<file path="src/rtl/csa_adder_pkg.sv">
// rtl/csa_adder_pkg.sv - shared types for the pipelined carry-select adder/subtractor
//   op_t        : operation select, OP_ADD / OP_SUB
//   cand_bit_t  : one-bit stage-1 value held for both possible block carry-ins
package csa_adder_pkg;

  typedef enum logic {
    OP_ADD = 1'b0,
    OP_SUB = 1'b1
  } op_t;

  // c0: value assuming carry-in 0, c1: value assuming carry-in 1
  typedef struct packed {
    logic c0;
    logic c1;
  } cand_bit_t;

endpackage

</file>
<file path="src/rtl/full_adder.sv">
// rtl/full_adder.sv - single-bit full adder cell
//   a, b, ci : addend bits and carry-in
//   s, co    : sum bit and carry-out
module full_adder (
  input  logic a,
  input  logic b,
  input  logic ci,
  output logic s,
  output logic co
);

  assign s  = a ^ b ^ ci;
  assign co = (a & b) | (ci & (a ^ b));

endmodule

</file>
<file path="src/rtl/rca_block.sv">
// rtl/rca_block.sv - BLOCK-bit ripple-carry adder built from full_adder cells
//   a, b    : BLOCK-bit addends
//   cin     : carry into bit 0
//   sum     : BLOCK-bit sum
//   cout    : carry out of the top bit
//   msb_cin : carry into the top bit (used for signed overflow)
module rca_block #(
  parameter int BLOCK = 8
) (
  input  logic [BLOCK-1:0] a,
  input  logic [BLOCK-1:0] b,
  input  logic             cin,
  output logic [BLOCK-1:0] sum,
  output logic             cout,
  output logic             msb_cin
);

  logic [BLOCK:0] carry;

  assign carry[0] = cin;

  for (genvar i = 0; i < BLOCK; i++) begin : g_bit
    full_adder u_fa (
      .a  (a[i]),
      .b  (b[i]),
      .ci (carry[i]),
      .s  (sum[i]),
      .co (carry[i+1])
    );
  end

  assign cout    = carry[BLOCK];
  assign msb_cin = carry[BLOCK-1];

endmodule

</file>
<file path="src/rtl/csa_adder_pipe.sv">
// rtl/csa_adder_pipe.sv - two-stage pipelined carry-select adder/subtractor with valid/ready
//   clock, reset           : rising-edge clock, synchronous active-high reset
//   in_valid/in_ready      : operand beat handshake; in_a, in_b, in_op (0 add, 1 sub), in_cin
//   out_valid/out_ready    : result beat handshake; out_sum, out_cout (raw carry-out)
//   out_ovf, out_zero      : signed overflow and zero result, present only with CSA_ADDER_PIPE_FLAGS_EN
module csa_adder_pipe
  import csa_adder_pkg::*;
#(
  parameter int WIDTH = 32,
  parameter int BLOCK = 8
) (
  input  logic             clock,
  input  logic             reset,
  input  logic             in_valid,
  output logic             in_ready,
  input  logic [WIDTH-1:0] in_a,
  input  logic [WIDTH-1:0] in_b,
  input  logic             in_op,
  input  logic             in_cin,
  output logic             out_valid,
  input  logic             out_ready,
  output logic [WIDTH-1:0] out_sum,
  output logic             out_cout
`ifdef CSA_ADDER_PIPE_FLAGS_EN
  ,
  output logic             out_ovf,
  output logic             out_zero
`endif
);

  localparam int N = WIDTH / BLOCK;

  // Effective operands: subtract is a + ~b + 1, in_cin only matters for add
  op_t              op;
  logic [WIDTH-1:0] b_eff;
  logic             c0;

  assign op    = op_t'(in_op);
  assign b_eff = (op == OP_SUB) ? ~in_b : in_b;
  assign c0    = (op == OP_SUB) ? 1'b1 : in_cin;

  // Stage 1 combinational: block 0 resolved, upper blocks for both carry-ins
  logic [BLOCK-1:0]             blk0_sum;
  logic                         blk0_cout;
  logic                         blk0_msb;
  logic [N-1:1][1:0][BLOCK-1:0] cand_sum;
  cand_bit_t [N-1:1]            cand_cout;
  cand_bit_t [N-1:1]            cand_msb;

  rca_block #(.BLOCK(BLOCK)) u_rca_blk0 (
    .a       (in_a[BLOCK-1:0]),
    .b       (b_eff[BLOCK-1:0]),
    .cin     (c0),
    .sum     (blk0_sum),
    .cout    (blk0_cout),
    .msb_cin (blk0_msb)
  );

  for (genvar i = 1; i < N; i++) begin : g_blk
    logic [BLOCK-1:0] sum_c0, sum_c1;
    logic             co_c0, co_c1, mc_c0, mc_c1;

    rca_block #(.BLOCK(BLOCK)) u_rca_c0 (
      .a       (in_a[i*BLOCK +: BLOCK]),
      .b       (b_eff[i*BLOCK +: BLOCK]),
      .cin     (1'b0),
      .sum     (sum_c0),
      .cout    (co_c0),
      .msb_cin (mc_c0)
    );

    rca_block #(.BLOCK(BLOCK)) u_rca_c1 (
      .a       (in_a[i*BLOCK +: BLOCK]),
      .b       (b_eff[i*BLOCK +: BLOCK]),
      .cin     (1'b1),
      .sum     (sum_c1),
      .cout    (co_c1),
      .msb_cin (mc_c1)
    );

    assign cand_sum[i][0] = sum_c0;
    assign cand_sum[i][1] = sum_c1;
    assign cand_cout[i]   = '{c0: co_c0, c1: co_c1};
    assign cand_msb[i]    = '{c0: mc_c0, c1: mc_c1};
  end

  // Only the top block's MSB carry-in feeds overflow; the rest are by-products
  logic unused_msb;
  assign unused_msb = ^{blk0_msb, cand_msb};

  // Pipeline control: S2 takes a new beat when empty or draining this cycle
  logic s1_valid;
  logic s2_load;
  logic in_fire;

  assign s2_load  = !out_valid || out_ready;
  assign in_ready = !s1_valid || s2_load;
  assign in_fire  = in_valid && in_ready;

  // S1 payload
  logic [BLOCK-1:0]             s1_sum0;
  logic                         s1_c0;
  logic [N-1:1][1:0][BLOCK-1:0] s1_cand_sum;
  cand_bit_t [N-1:1]            s1_cand_cout;
`ifdef CSA_ADDER_PIPE_FLAGS_EN
  cand_bit_t                    s1_top_msb;
`endif

  // Stage 2 select chain: each resolved carry picks the next block's candidate
  logic [WIDTH-1:0] sel_sum;
  logic             sel_cout;
`ifdef CSA_ADDER_PIPE_FLAGS_EN
  logic             sel_msb;
`endif

  always_comb begin
    logic carry;
    sel_sum            = '0;
    sel_sum[BLOCK-1:0] = s1_sum0;
    carry              = s1_c0;
`ifdef CSA_ADDER_PIPE_FLAGS_EN
    sel_msb            = 1'b0;
`endif
    for (int i = 1; i < N; i++) begin
`ifdef CSA_ADDER_PIPE_FLAGS_EN
      if (i == N-1) sel_msb = carry ? s1_top_msb.c1 : s1_top_msb.c0;
`endif
      sel_sum[i*BLOCK +: BLOCK] = carry ? s1_cand_sum[i][1] : s1_cand_sum[i][0];
      carry                     = carry ? s1_cand_cout[i].c1 : s1_cand_cout[i].c0;
    end
    sel_cout = carry;
  end

  always_ff @(posedge clock) begin
    if (reset) begin
      s1_valid  <= 1'b0;
      out_valid <= 1'b0;
      out_sum   <= '0;
      out_cout  <= 1'b0;
`ifdef CSA_ADDER_PIPE_FLAGS_EN
      out_ovf   <= 1'b0;
      out_zero  <= 1'b0;
`endif
    end else begin
      if (in_fire) begin
        s1_sum0      <= blk0_sum;
        s1_c0        <= blk0_cout;
        s1_cand_sum  <= cand_sum;
        s1_cand_cout <= cand_cout;
`ifdef CSA_ADDER_PIPE_FLAGS_EN
        s1_top_msb   <= cand_msb[N-1];
`endif
      end

      if (in_fire)      s1_valid <= 1'b1;
      else if (s2_load) s1_valid <= 1'b0;

      if (s2_load) begin
        out_valid <= s1_valid;
        if (s1_valid) begin
          out_sum  <= sel_sum;
          out_cout <= sel_cout;
`ifdef CSA_ADDER_PIPE_FLAGS_EN
          out_ovf  <= sel_msb ^ sel_cout;
          out_zero <= (sel_sum == '0);
`endif
        end
      end
    end
  end

endmodule

</file>
<file path="config.mk">
export PLATFORM = sky130hd
export DESIGN_NAME = csa_adder_pipe
export DESIGN_NICKNAME = d
export VERILOG_FILES = /design/src/rtl/csa_adder_pkg.sv /design/src/rtl/full_adder.sv /design/src/rtl/rca_block.sv /design/src/rtl/csa_adder_pipe.sv
export SDC_FILE = /design/constraint.sdc
export NUM_CORES = 1
export LEC_CHECK = 0
export CORE_ASPECT_RATIO = 1.1
export CORE_MARGIN = 2
export CORE_UTILIZATION = 51
export CTS_CLUSTER_SIZE = 20
export DETAILED_ROUTE_END_ITERATION = 10
export HOLD_SLACK_MARGIN = 0.02
export PLACE_DENSITY = 0.88
export SLEW_MARGIN = 15
export SYNTH_ARGS = -nofsm -noshare
export SYNTH_HDL_FRONTEND = slang
export SYNTH_HIERARCHICAL = 1
export SYNTH_SLANG_ARGS = --single-unit
export TNS_END_PERCENT = 1
</file>
<file path="constraint.sdc">
create_clock -name clock -period 6 [get_ports clock]
set_clock_uncertainty 0.05 [all_clocks]
set_input_delay 0.6 -clock clock [delete_from_list [all_inputs] [get_ports clock]]
set_output_delay 0.6 -clock clock [all_outputs]
set_load 0.02 [all_outputs]
</file>
Yosys cells after proc, flatten, opt, wreduce, memory -nomap -nowiden
Index checks and enable logic that the tools add are counted.
{ "totals": {"regBits": 98, "input_bits": 70, "out_inout_bits": 35, "wordCells": 258} }
{ "op_classes": {"muxes": 10, "n_bitwise": 222, "n_reduce_logical": 8} }
{ "ops": {"columns": ["cell", "count"], "rows": [
  ["$and 1x1->1", 82],
  ["$xor 1x1->1", 82],
  ["$or 1x1->1", 53],
  ["$mux 32", 1],
  ["$not 32->32", 1],
  ["$mux 8", 3],
  ["$mux 1", 6],
  ["$not 1->1", 4],
  ["$reduce_and 2->1", 2],
  ["$logic_not 1->1", 2],
  ["$logic_or 1x1->1", 2],
  ["$reduce_bool 2->1", 1],
  ["$logic_and 1x1->1", 1]
]} }

Longest topological paths before layout
Gate-level depths: netlist (run 1).
{ "depth": {"word_depth": 19, "depth_mapped": 11, "ltp_nobuf": 9} }

Modules after synthesis
Netlist (run 1), hierarchy kept.
{ "by_module_without_submodules": {"columns": ["module", "instances", "cells_per_inst", "area_each_um2", "seq_area_each_um2"], "rows": [
  ["csa_adder_pipe", 1, 260, 3677.3, 2592.5],
  ["full_adder", 56, 1, 20.0, 0.0]
]} }

Worst setup path before layout (run 1)
Ideal clock, no wire load.
{ "synth_timing": {"kind": "input -> register", "from": "in in_op", "to": "reg s1_cand_sum[39] (netlist name) (data pin)", "setup_ps": 269, "arrival_time_ps": 4574, "required_time_ps": 5681, "setup_slack_ps": 1107, "path_stages": 11, "n_path_buf": 2, "path_cell_list": "clkbuf_1 -> buf_1 -> xor2_1 -> fa_1 -> fa_1 -> fa_1 -> fa_1 -> fa_1 -> fa_1 -> fa_1 -> fa_1"} }
{ "synth_via": {"elab_chain_len": 15, "elab_cells_between_ends": 28, "classes_between": "mux: 1; bitwise: 27"} }
{ "synth_rtl": {"columns": ["item", "line", "text"], "rows": [
  ["start: declaration", "csa_adder_pipe.sv:18", "input logic in_op,"],
  ["$mux 32", "csa_adder_pipe.sv:39", "assign b_eff = (op == OP_SUB) ? ~in_b : in_b;"],
  ["net b_eff[24]", "csa_adder_pipe.sv:35", "logic [WIDTH-1:0] b_eff;"],
  ["$and 1x1->1", "full_adder.sv:13", "assign co = (a & b) | (ci & (a ^ b));"],
  ["net g_blk[3].u_rca_c0.carry[1]", "rca_block.sv:18", "logic [BLOCK:0] carry;"],
  ["$and 1x1->1", "full_adder.sv:13", null],
  ["$or 1x1->1", "full_adder.sv:13", null],
  ["net g_blk[3].u_rca_c0.carry[2]", "rca_block.sv:18", null],
  ["$and 1x1->1", "full_adder.sv:13", null],
  ["[... 1 more ...]", null, null],
  ["net g_blk[3].u_rca_c0.carry[3]", "rca_block.sv:18", null],
  ["[... 2 more ...]", null, null],
  ["net g_blk[3].u_rca_c0.carry[4]", "rca_block.sv:18", null],
  ["[... 2 more ...]", null, null],
  ["net g_blk[3].u_rca_c0.carry[5]", "rca_block.sv:18", null],
  ["$and 1x1->1", "full_adder.sv:13", null],
  ["$or 1x1->1", "full_adder.sv:13", null],
  ["net g_blk[3].u_rca_c0.carry[6]", "rca_block.sv:18", null],
  ["$and 1x1->1", "full_adder.sv:13", null],
  ["$or 1x1->1", "full_adder.sv:13", null],
  ["net g_blk[3].mc_c0", "csa_adder_pipe.sv:61", "logic co_c0, co_c1, mc_c0, mc_c1;"],
  ["$xor 1x1->1", "full_adder.sv:12", "assign s = a ^ b ^ ci;"],
  ["net g_blk[3].sum_c0[7]", "csa_adder_pipe.sv:60", "logic [BLOCK-1:0] sum_c0, sum_c1;"],
  ["end signal: assignment", "csa_adder_pipe.sv:148", "s1_cand_sum <= cand_sum;"],
  ["end: declaration", "csa_adder_pipe.sv:103", "logic [N-1:1][1:0][BLOCK-1:0] s1_cand_sum;"]
]} }
The timed path passes the listed nets, and every way through them passes these cells.
A chain may end at the register's enable or synchronous reset.

Final worst setup path (run 1)
{ "layout_timing": {"from": "in in_op", "to": "reg s1_cand_sum[31] (netlist name) (data pin)"} }
{ "layout_via": {"elab_chain_len": 16, "elab_cells_between_ends": 30, "classes_between": "mux: 1; bitwise: 29"} }
{ "layout_rtl": {"columns": ["item", "line"], "rows": [
  ["$mux 32 (*)", "csa_adder_pipe.sv:39"],
  ["net b_eff[16]", "csa_adder_pipe.sv:35"],
  ["$and 1x1->1 or $xor 1x1->1 (tied branches)", "full_adder.sv:13"],
  ["$or 1x1->1 (*)", "full_adder.sv:13"],
  ["net g_blk[2].u_rca_c1.carry[1]", "rca_block.sv:18"],
  ["$and 1x1->1 (*)", "full_adder.sv:13"],
  ["$or 1x1->1 (*)", "full_adder.sv:13"],
  ["net g_blk[2].u_rca_c1.carry[2]", "rca_block.sv:18"],
  ["[... 2 more ...]", null],
  ["net g_blk[2].u_rca_c1.carry[3]", "rca_block.sv:18"],
  ["[... 2 more ...]", null],
  ["net g_blk[2].u_rca_c1.carry[4]", "rca_block.sv:18"],
  ["[... 2 more ...]", null],
  ["net g_blk[2].u_rca_c1.carry[5]", "rca_block.sv:18"],
  ["$and 1x1->1 (*)", "full_adder.sv:13"],
  ["$or 1x1->1 (*)", "full_adder.sv:13"],
  ["net g_blk[2].u_rca_c1.carry[6]", "rca_block.sv:18"],
  ["$and 1x1->1 (*)", "full_adder.sv:13"],
  ["$or 1x1->1 (*)", "full_adder.sv:13"],
  ["net g_blk[2].mc_c1", "csa_adder_pipe.sv:61"],
  ["$xor 1x1->1 (*)", "full_adder.sv:12"],
  ["net g_blk[2].sum_c1[7]", "csa_adder_pipe.sv:60"]
]} }
The timed path passes the listed nets; every way through them passes the cells marked *.

==> reports/summary.txt, run 1 <==
===============================================================================================
Vias in the first global route                                                             3016
Port-buffer cells                                                                           104
Post-CTS setup repair buffer count                                                            0
Max-slew headroom at the worst pin                                                        0.478
Layout cells sized above 1                                                               0.0561
Clock insertion delay at the later pin of the skew report                               0.36 ns
Final weighted congestion in routability-driven placement                                 0.901
Fin crit period                                                                         4.52 ns
Classification of the worst-slack hold path                                             reg2reg
Final total power                                                                       1.59 mW
Ys async rst share                                                                            0
Outcome                                                                               completed
Warning count from the yosys run                                                              6
Detailed Place HPWL                                                                     6.72 mm
Smallest hold slack                                                                    0.408 ns
Most frequently used flop master after synthesis                                   sky130_fd_sc_hd__edfxtp_1
Full die area                                                                        10200 um^2
Cell at the root of the clock tree                                                 sky130_fd_sc_hd__clkbuf_8
Proportion of synthesized chip area in sequential cells                                   0.540
Pre-antenna DRT Iters                                                                         4
Clock Sink Count                                                                             98
Clock input transition at the sequential cells of the worst setup and hold paths        0.08 ns
Area delta synth->final                                                                   28.5%
Critical path class                                                                      in2reg
Final-layout fill cell count                                                                679
RSZ-0062 raised after global routing                                                         no
Number of synthesized register bits                                                          98
H-tree level count                                                                            3
Average wire per cell in the routed design                                              16.0 um
Initial antenna violation count                                                               0
Arrival time at the worst endpoint                                                      4.57 ns
Crit path required time                                                                 6.05 ns
Cell area after synthesis                                                             4800 um^2
Die Ht                                                                                   106 um
Number of different library cells in the post-synthesis netlist                              18
Via count                                                                                  2718
Critical path launch point type                                                      input port
Number of ports placed on the die boundary                                                  105
Starting density of the core                                                              0.518
Pin count of the biggest net entering global routing                                         64
Capturing element type of the critical path                                            register
Antenna Nets Post-Route                                                                       0
Crit share post-route                                                                     0.754
Die span in x                                                                           96.5 um
Lkg Pwr                                                                                 2.24 nW
Setup tns final                                                                            0 ns
Aggregate global routing overflow                                                             0
Crit Path Max Fanout                                                                         20
Count of hold-fix buffers inserted at cts                                                     0
Number of max-cap violations                                                                  0
Highest achievable clock rate                                                           221 MHz
Hold Vio Cnt, Final                                                                           0
Post-cts resize count                                                                         0
Antenna Cells                                                                                 0
Final wirelength                                                                        8.74 mm
Number of placement rows                                                                     37
Ratio of routed vias to standard cells                                                     4.99
Area share of the largest cell type after synthesis                                       0.394
CTS tree                                                                                   done
Per-instance average area after synthesis                                             15.2 um^2
Worst Max-Slew Pin Slew                                                                0.782 ns
Post-synthesis cell count                                                                   316
Most instantiated library cell after synthesis                                     sky130_fd_sc_hd__edfxtp_1
Cell types occupying the most area after synthesis                                 sky130_fd_sc_hd__edfxtp_1, sky130_fd_sc_hd__fa_1, sky130_fd_sc_hd__dfxtp_1
Pins over their slew limit                                                                    0
TritonCTS buffer count                                                                        9
Number of failing setup endpoints in the final timing report                                  0
Number of nets in the layout                                                                549
First-pass GRT wire length                                                              13.9 mm
Areal power density over the cells                                                  257 nW/um^2
Overall Global Routing Usage                                                              0.188
Library cell with the largest summed area after synthesis                          sky130_fd_sc_hd__edfxtp_1
Max rail drop VDD                                                                      0.137 mV
Number of DRC markers after the initial detailed-route iteration                             61
Clock tree buffer depth                                                                       2
Number of enable-type register cells in the synthesized netlist                              63
Area of the core                                                                      9260 um^2
Total DRC errors in the routed layout                                                         0
Synth cell count leaders                                                           sky130_fd_sc_hd__edfxtp_1, sky130_fd_sc_hd__fa_1, sky130_fd_sc_hd__dfxtp_1
===============================================================================================
## cells in the final DEF (no fill, tap or decap)
master,instances
sky130_fd_sc_hd__nand2b_1,1
sky130_fd_sc_hd__nor2_1,28
sky130_fd_sc_hd__dfxtp_1,35
sky130_fd_sc_hd__nor2b_1,1
sky130_fd_sc_hd__clkdlybuf4s50_1,103
sky130_fd_sc_hd__a211oi_1,25
sky130_fd_sc_hd__a21oi_1,9
sky130_fd_sc_hd__buf_4,5
sky130_fd_sc_hd__xor2_1,32
sky130_fd_sc_hd__mux2i_4,1
sky130_fd_sc_hd__nand2_1,17
sky130_fd_sc_hd__nor2b_4,1
sky130_fd_sc_hd__clkinv_2,1
sky130_fd_sc_hd__buf_2,1
sky130_fd_sc_hd__mux2i_1,26
sky130_fd_sc_hd__edfxtp_1,63
sky130_fd_sc_hd__conb_1,6
sky130_fd_sc_hd__or2_2,1
sky130_fd_sc_hd__and3b_2,1
sky130_fd_sc_hd__clkbuf_16,1
sky130_fd_sc_hd__fa_1,56
sky130_fd_sc_hd__clkbuf_8,12
sky130_fd_sc_hd__clkbuf_1,2
## kinds of logic after synthesis
group           count (synthesis)  synth area share
other cells                     2           0.00157
compound gates                 34            0.0485
mux                            27            0.0589
fa+ha+maj                      56             0.234
xor+xnor                       32            0.0584
simple gates                   50            0.0422
flops                          98             0.540
buf+inv                        17            0.0164
## through the flow
step | setup WS (ns) | instance area (um^2) | utilization | std cells
5_1_grt | 1.30 | 6170 | 0.666 | 545
2_1_floorplan | 1.11 | 4810 | - | 320
6_report | 1.48 | 6170 | 0.666 | 545
4_1_cts | 1.42 | 6170 | 0.666 | 545
3_3_place_gp | 1.19 | 5960 | 0.644 | 529
3_5_place_dp | 1.02 | 5960 | 0.644 | 529
## report_power, final
group / total [mW] / switching, mW / internal, mW
Clock: 0.420 / 0.210 / 0.210
Combinational: 0.336 / 0.172 / 0.164
Sequential: 0.831 / 0.0221 / 0.809
Total: 1.59 / 0.404 / 1.18
## final cells by class
cell class | count | area, um^2 | share of cell area
clock buffers | 15 | 198 | 0.0321
clock inverters | 1 | 5.00 | 0.000812
multi-input cells | 205 | 2150 | 0.349
flip-flops and latches | 98 | 2590 | 0.420
well taps | 117 | 146 | 0.0237
repair buffers | 109 | 1070 | 0.174
## flip-flops by register name, indices dropped and copies added (netlist names)
name,flops
s1_cand_sum,48
out_sum,32
s1_sum0,8
s1_cand_cout,6
out_cout,1
out_valid,1
s1_c0,1
s1_valid,1
## path summary, 6_finish.rpt
path | from | end | slack, ns | cells past startpoint
worst max-delay path | in_op | s1_cand_sum[31]$_DFFE_PP_ | 1.48 | 10
worst min-delay path | out_sum[3]$_SDFFE_PP0P_ | out_sum[3]$_SDFFE_PP0P_ | 0.41 | 2
worst max register to register | s1_c0$_DFFE_PP_ | out_sum[26]$_SDFFE_PP0P_ | 3.70 | 5
worst min register to register | out_sum[3]$_SDFFE_PP0P_ | out_sum[3]$_SDFFE_PP0P_ | 0.41 | 2
## worst max-delay path: stages
cell and delay [ns]:
sky130_fd_sc_hd__buf_2 0.44, sky130_fd_sc_hd__xor2_1 0.24, sky130_fd_sc_hd__fa_1 0.45, sky130_fd_sc_hd__fa_1 0.39
sky130_fd_sc_hd__fa_1 0.40, sky130_fd_sc_hd__fa_1 0.39, sky130_fd_sc_hd__fa_1 0.40, sky130_fd_sc_hd__fa_1 0.41
sky130_fd_sc_hd__fa_1 0.40, sky130_fd_sc_hd__fa_1 0.44
## per-layer routing
layer	wire, um	share of wire	track usage
met5	0	0	0
met4	231	0.026	0.0905
met3	400	0.046	0.0379
met2	4970	0.57	0.342
met1	3140	0.36	0.202
Note: power is estimated with default switching activity, not from simulation.
==> run 2: changes to the inputs <==
--- a/config.mk
+++ b/config.mk
@@ -7,11 +7,11 @@
 export LEC_CHECK = 0
 export CORE_ASPECT_RATIO = 1.1
 export CORE_MARGIN = 2
-export CORE_UTILIZATION = 51
+export CORE_UTILIZATION = 46
 export CTS_CLUSTER_SIZE = 20
 export DETAILED_ROUTE_END_ITERATION = 10
 export HOLD_SLACK_MARGIN = 0.02
-export PLACE_DENSITY = 0.88
+export PLACE_DENSITY = 0.85
 export SLEW_MARGIN = 15
 export SYNTH_ARGS = -nofsm -noshare
 export SYNTH_HDL_FRONTEND = slang
==> constraint.sdc (replaced) <==
create_clock -name clock -period 4.1 [get_ports clock]
set_clock_uncertainty 0.05 [all_clocks]
set_input_delay 0.41 -clock clock [delete_from_list [all_inputs] [get_ports clock]]
set_output_delay 0.41 -clock clock [all_outputs]
set_load 0.02 [all_outputs]
==> reports/summary.txt, run 2 (synthesis gave the netlist of run 1 again) <==
===============================================================================================
Number of instances in the placed design                                                    557
Critical-path top delay cell                                                       sky130_fd_sc_hd__clkdlybuf4s50_1
Area of the core                                                                     10300 um^2
Post-Place Worst Slack                                                                -0.353 ns
Die Ht                                                                                   111 um
Number of cell instances on the worst register-to-register path                               4
Clock network power share                                                                 0.330
Crit share post-route                                                                     0.979
Full die area                                                                        11300 um^2
Worst path cell trace                                                              clkdlybuf4s50_1 -> xor2_2 -> fa_2 -> fa_1 -> fa_2 -> fa_2 -> fa_2 -> fa_2 -> fa_2 -> fa_1
CTS tree                                                                                   done
Layout cells sized above 1                                                                0.160
Vias in the first global route                                                             2972
Pins over their slew limit                                                                    0
Final wirelength                                                                        8.49 mm
Overall Global Routing Usage                                                              0.163
RSZ-0062 raised after global routing                                                         no
Detailed Place HPWL                                                                     6.48 mm
Hold Vio Cnt, Final                                                                           0
Post-layout util                                                                          0.629
Crit Path Max Fanout                                                                          2
Fin crit period                                                                         4.01 ns
Antenna Cells                                                                                 0
Number of DRC markers after the initial detailed-route iteration                             73
Critical path launch point type                                                      input port
Highest cell delay on the worst timing path                                             0.46 ns
Clock insertion delay at the later pin of the skew report                               0.33 ns
Count of hold-fix buffers inserted at cts                                                     0
Worst Max-Slew Pin Slew                                                                0.976 ns
Clock input transition at the sequential cells of the worst setup and hold paths        0.06 ns
Worst path most repeated cell                                                      sky130_fd_sc_hd__fa_2
Setup tns final                                                                            0 ns
Area delta synth->final                                                                   34.9%
Most frequent standard cell in the layout excluding fill and tap cells             sky130_fd_sc_hd__clkdlybuf4s50_1
Capture instance of the worst register-to-register path                            out_sum[27]$_SDFFE_PP0P_
Lkg Pwr                                                                                 2.27 nW
Clock tree buffer depth                                                                       2
Worst-case register-to-register setup slack                                             1.37 ns
Classification of the worst-slack hold path                                             reg2reg
Number of max-cap violations                                                                  0
Crit-path leading delay family                                                      adder cells
Internal power consumption                                                              1.98 mW
Total DRC errors in the routed layout                                                         0
Cell depth of the worst min-delay path                                                        2
Starting density of the core                                                              0.466
Number of placement rows                                                                     39
Initial antenna violation count                                                               0
Outcome                                                                               completed
Max rail drop VDD                                                                      0.173 mV
Share of total power in sequential cells                                                  0.470
Max reg flops                                                                                48
Register with the highest flop count                                                s1_cand_sum
Antenna Nets Post-Route                                                                       0
Max-slew headroom at the worst pin                                                        0.336
Areal power density over the cells                                                  400 nW/um^2
Port-buffer cells                                                                           104
Arrival time at the worst endpoint                                                      4.03 ns
Final-layout fill cell count                                                                767
H-tree level count                                                                            3
Startpoint of the worst register-to-register path                                  s1_c0$_DFFE_PP_
Critical path class                                                                      in2reg
Final WS setup                                                                        0.0860 ns
Aggregate global routing overflow                                                             0
Worst path bufs/invs                                                                          1
Number of nets in the layout                                                                552
First-pass GRT wire length                                                              13.9 mm
Crit path required time                                                                 4.12 ns
Hold Crit Start                                                                    out_sum[2]$_SDFFE_PP0P_
Final cell count without fillers                                                            574
Min-Delay Endpoint                                                                 out_sum[2]$_SDFFE_PP0P_
Portion of total power attributed to combinational logic                                  0.200
TritonCTS buffer count                                                                        9
Via count                                                                                  2702
Clock Sink Count                                                                             98
Average wire per cell in the routed design                                              14.8 um
Ratio of routed vias to standard cells                                                     4.71
Net switching share of the total power                                                    0.236
Final weighted congestion in routability-driven placement                                 0.751
Number of failing setup endpoints in the final timing report                                  0
Biggest regs                                                                       s1_cand_sum (48), out_sum (32), s1_sum0 (8)
Power spent charging and discharging nets                                              0.611 mW
Highest achievable clock rate                                                           249 MHz
Top library cells by usage in the layout, fill and taps aside                      sky130_fd_sc_hd__clkdlybuf4s50_1, sky130_fd_sc_hd__edfxtp_1, sky130_fd_sc_hd__fa_2
Die span in x                                                                            101 um
Number of ports placed on the die boundary                                                  105
Pre-antenna DRT Iters                                                                         4
Capturing element type of the critical path                                            register
Pin count of the biggest net entering global routing                                         64
Cell at the root of the clock tree                                                 sky130_fd_sc_hd__clkbuf_16
===============================================================================================
## run 2: changes by cell type in the layout (fill, tap and decap cells not counted), moves of 2 or more
cell,before,now
sky130_fd_sc_hd__xor2_2,0,3
sky130_fd_sc_hd__xor2_1,32,29
sky130_fd_sc_hd__bufinv_16,0,2
sky130_fd_sc_hd__clkbuf_16,1,9
sky130_fd_sc_hd__clkbuf_8,12,0
sky130_fd_sc_hd__fa_2,0,40
sky130_fd_sc_hd__buf_12,0,2
sky130_fd_sc_hd__fa_1,56,16
sky130_fd_sc_hd__clkbuf_1,2,4
## run 2: area by class of cell
cell class              count  area, um^2  share of cell area
repair buffers            112        1120               0.173
clock buffers              13         240              0.0371
flip-flops and latches     98        2590               0.400
well taps                 143         179              0.0276
multi-input cells         205        2280               0.352
clock inverters             3        65.1              0.0100
## run 2: repair_timing
action                     CTS  global route
buffers inserted             0             0
setup endpoints to repair    0             4
resized for setup            0             6
## run 2: per-layer routing
layer | GRT usage | wire (um) | vias up
li1 | - | - | 1303
met1 | 0.177 | 3090 | 1342
met2 | 0.310 | 5100 | 49
met3 | 0.0214 | 185 | 8
met4 | 0.0667 | 123 | 0
met5 | 0 | 0 | -
## run 2: worst register-to-register path: cells and delay by family, from the launching register on
kind / cells / cell delay, ns
DFF: 1 / 0.67
muxes: 3 / 1.66
AOI/OAI and AO/OA: 1 / 0.27
## run 2: through the flow
step	hold WS, ns	power, mW	cell area [um^2]
6_report	0.409	2.59	6470
3_5_place_dp	0.398	1.76	6130
2_1_floorplan	0.421	1.53	4940
5_1_grt	0.421	2.72	6470
4_1_cts	0.409	2.62	6440
3_3_place_gp	0.395	1.72	6130
## run 2: power by group through the flow
stage	logic, mW	clock network (mW)	registers (mW)
after floorplan	0.268	0	1.26
after global placement	0.482	0	1.23
after detailed placement	0.523	0	1.24
after CTS	0.528	0.872	1.22
after global routing	0.583	0.911	1.23
final	0.518	0.854	1.22
## run 2: how the worst max path moves through the flow
| stage | from | to | slack (ns) | cells after the start |
|---|---|---|---|---|
| 2_1_floorplan | in_op | s1_cand_sum[39]$_DFFE_PP_ | -0.03 | 11 |
| 5_1_grt | in_b[8] | s1_cand_sum[15]$_DFFE_PP_ | 0.008 | 10 |
| 3_3_place_gp | in_b[16] | s1_cand_sum[23]$_DFFE_PP_ | -0.25 | 10 |
| 4_1_cts | in_cin | s1_sum0[7]$_DFFE_PP_ | 0.003 | 10 |
| 3_5_place_dp | in_cin | s1_sum0[7]$_DFFE_PP_ | -0.35 | 10 |
| 6_report | in_b[16] | s1_cand_sum[31]$_DFFE_PP_ | 0.09 | 10 |
==> run 3: changes to the inputs <==
--- a/config.mk
+++ b/config.mk
@@ -5,13 +5,14 @@
 export SDC_FILE = /design/constraint.sdc
 export NUM_CORES = 1
 export LEC_CHECK = 0
+export CAP_MARGIN = 20
 export CORE_ASPECT_RATIO = 1.1
 export CORE_MARGIN = 2
-export CORE_UTILIZATION = 46
+export CORE_UTILIZATION = 51
 export CTS_CLUSTER_SIZE = 20
 export DETAILED_ROUTE_END_ITERATION = 10
 export HOLD_SLACK_MARGIN = 0.02
-export PLACE_DENSITY = 0.85
+export PLACE_DENSITY = 0.88
 export SLEW_MARGIN = 15
 export SYNTH_ARGS = -nofsm -noshare
 export SYNTH_HDL_FRONTEND = slang
==> constraint.sdc (replaced) <==
create_clock -name clock -period 4.43 [get_ports clock]
set_clock_uncertainty 0.05 [all_clocks]
set_input_delay 0.443 -clock clock [delete_from_list [all_inputs] [get_ports clock]]
set_output_delay 0.443 -clock clock [all_outputs]
set_load 0.02 [all_outputs]
==> reports/summary.txt, run 3 (synthesis gave the netlist of run 1 again) <==
===============================================================================================
Met2 Track Usage GR                                                                       0.325
Clock insertion delay at the later pin of the skew report                               0.36 ns
Ratio of routed vias to standard cells                                                     5.02
Outcome                                                                               completed
Average wire per cell in the routed design                                              15.5 um
Final WS setup                                                                         0.127 ns
Path length in cells of the critical path                                                    10
Area of the core                                                                      9260 um^2
Pin count of the biggest net entering global routing                                         59
Final-layout fill cell count                                                                660
Starting density of the core                                                              0.518
TritonCTS buffer count                                                                        9
Portion of total power attributed to combinational logic                                  0.207
Arrival time at the worst endpoint                                                      4.36 ns
Antenna Nets Post-Route                                                                       0
Number of DRC markers after the initial detailed-route iteration                             69
Final wirelength                                                                        8.53 mm
Post-cts resize count                                                                         0
Highest cell delay on the worst timing path                                             0.45 ns
Worst Max-Slew Pin Slew                                                                0.562 ns
Worst path most repeated cell                                                      sky130_fd_sc_hd__fa_1
H-tree level count                                                                            3
Startpoint of the worst register-to-register path                                  s1_c0$_DFFE_PP_
Highest achievable clock rate                                                           232 MHz
Area delta synth->final                                                                   29.8%
Port-buffer cells                                                                           104
Cell at the root of the clock tree                                                 sky130_fd_sc_hd__clkbuf_8
Number of cell instances on the worst register-to-register path                               5
Max rail drop VDD                                                                      0.149 mV
Register with the highest flop count                                                s1_cand_sum
Setup tns final                                                                            0 ns
Clock Sink Count                                                                             98
Capture instance of the worst register-to-register path                            out_sum[30]$_SDFFE_PP0P_
Power spent charging and discharging nets                                              0.570 mW
Busiest metal layer after global routing                                                   met2
Pins over their slew limit                                                                    0
Multi-input logic area                                                                2150 um^2
Number of max-cap violations                                                                  0
Aggregate global routing overflow                                                             0
Top library cells by usage in the layout, fill and taps aside                      sky130_fd_sc_hd__clkdlybuf4s50_1, sky130_fd_sc_hd__edfxtp_1, sky130_fd_sc_hd__fa_1
Antenna Cells                                                                                 0
Biggest regs                                                                       s1_cand_sum (48), out_sum (32), s1_sum0 (8)
Max-slew headroom at the worst pin                                                        0.625
Lkg Pwr                                                                                 2.27 nW
Number of ports placed on the die boundary                                                  105
Areal power density over the cells                                                  349 nW/um^2
Worst path bufs/invs                                                                          1
Worst-case register-to-register setup slack                                             2.11 ns
Internal power consumption                                                              1.60 mW
Hold Crit Start                                                                    out_sum[3]$_SDFFE_PP0P_
Smallest hold slack                                                                    0.411 ns
Initial antenna violation count                                                               0
First-pass GRT wire length                                                              13.6 mm
Hold Vio Cnt, Final                                                                           0
Layout cells sized above 1                                                               0.0694
Post-Place Worst Slack                                                                -0.276 ns
Die span in x                                                                           96.5 um
Vias in the first global route                                                             2912
Classification of the worst-slack hold path                                             reg2reg
Number of failing setup endpoints in the final timing report                                  0
Clock tree buffer depth                                                                       2
Post-route cell area                                                                  6230 um^2
Crit Path Max Fanout                                                                          1
Share of total power in sequential cells                                                  0.518
Count of hold-fix buffers inserted at cts                                                     0
Number of nets in the layout                                                                553
Via count                                                                                  2757
Total DRC errors in the routed layout                                                         0
Post-CTS setup repair buffer count                                                            0
Number of placement rows                                                                     37
Cell depth of the worst min-delay path                                                        2
Die Ht                                                                                   106 um
Clock network power share                                                                 0.275
GR met1 Demand/Resource                                                                   0.209
Capturing element type of the critical path                                            register
Crit-path leading delay family                                                      adder cells
Crit share post-route                                                                     0.971
Overall Global Routing Usage                                                              0.182
Full die area                                                                        10200 um^2
Pre-antenna DRT Iters                                                                         4
Critical path class                                                                      in2reg
Crit path required time                                                                 4.49 ns
Min-Delay Endpoint                                                                 out_sum[3]$_SDFFE_PP0P_
Most frequent standard cell in the layout excluding fill and tap cells             sky130_fd_sc_hd__clkdlybuf4s50_1
Clock input transition at the sequential cells of the worst setup and hold paths        0.10 ns
Sequential Area                                                                       2590 um^2
RSZ-0062 raised after global routing                                                         no
CTS tree                                                                                   done
Detailed Place HPWL                                                                     6.66 mm
Fin crit period                                                                         4.30 ns
Worst path cell trace                                                              clkdlybuf4s50_1 -> or2_2 -> fa_1 -> fa_1 -> fa_1 -> fa_1 -> fa_1 -> fa_1 -> fa_1 -> fa_1
Post-layout util                                                                          0.672
Max reg flops                                                                                48
Post-placement cell area                                                              6000 um^2
Grt met3 use                                                                             0.0250
Net switching share of the total power                                                    0.263
Critical-path top delay cell                                                       sky130_fd_sc_hd__clkdlybuf4s50_1
Critical path launch point type                                                      input port
Final weighted congestion in routability-driven placement                                 0.758
===============================================================================================
[run 3: cell types whose count changed in the layout (fill, tap and decap cells not counted), moves of 3 or more]
cell	previous run	this run
sky130_fd_sc_hd__clkbuf_1	4	0
sky130_fd_sc_hd__clkbuf_16	9	0
sky130_fd_sc_hd__clkbuf_8	0	10
sky130_fd_sc_hd__fa_1	16	56
sky130_fd_sc_hd__fa_2	40	0
sky130_fd_sc_hd__inv_6	0	4
sky130_fd_sc_hd__xor2_1	29	32
sky130_fd_sc_hd__xor2_2	3	0
[run 3: worst max-delay path by stage]
| stage | startpoint | end | slack, ns |
|---|---|---|---|
| after floorplan | in_op | s1_cand_sum[15]$_DFFE_PP_ | -0.05 |
| after global placement | in_cin | s1_sum0[7]$_DFFE_PP_ | -0.20 |
| after detailed placement | in_cin | s1_sum0[7]$_DFFE_PP_ | -0.28 |
| after CTS | in_cin | s1_sum0[7]$_DFFE_PP_ | 0.13 |
| after global routing | in_cin | s1_sum0[7]$_DFFE_PP_ | 0.05 |
| final | in_cin | s1_sum0[7]$_DFFE_PP_ | 0.13 |
[run 3: cell type report]
type | instances | area share
Sequential cell | 98 | 0.416
Clock buffer | 10 | 0.0221
Clock inverter | 6 | 0.0113
Timing Repair Buffer | 113 | 0.181
Tap cell | 117 | 0.0235
Multi-Input combinational cell | 205 | 0.345
[run 3: power by group through the flow]
stage | registers, mW | logic (mW) | clock network, mW
floorplan | 1.17 | 0.233 | 0
global placement | 1.14 | 0.428 | 0
detailed placement | 1.15 | 0.458 | 0
CTS | 1.13 | 0.460 | 0.609
global route | 1.13 | 0.513 | 0.642
finish | 1.13 | 0.450 | 0.597
[run 3: layer usage]
| metal | wire [um] | share of wire | up-vias |
|---|---|---|---|
| li1 | - | - | 1310 |
| met1 | 3220 | 0.38 | 1352 |
| met2 | 4730 | 0.55 | 78 |
| met3 | 352 | 0.041 | 17 |
| met4 | 234 | 0.027 | 0 |
| met5 | 0 | 0 | - |
[run 3: tightest hold or removal path: stages, from the launching register on]
cell and delay [ns]:
sky130_fd_sc_hd__dfxtp_1 0.32, sky130_fd_sc_hd__nand2_1 0.05, sky130_fd_sc_hd__a21oi_1 0.05
[run 3: through the flow]
stage / cells / total power, mW
final: 549 / 2.17
after global routing: 549 / 2.29
after CTS: 548 / 2.19
after detailed placement: 532 / 1.61
after global placement: 532 / 1.57
after floorplan: 320 / 1.40
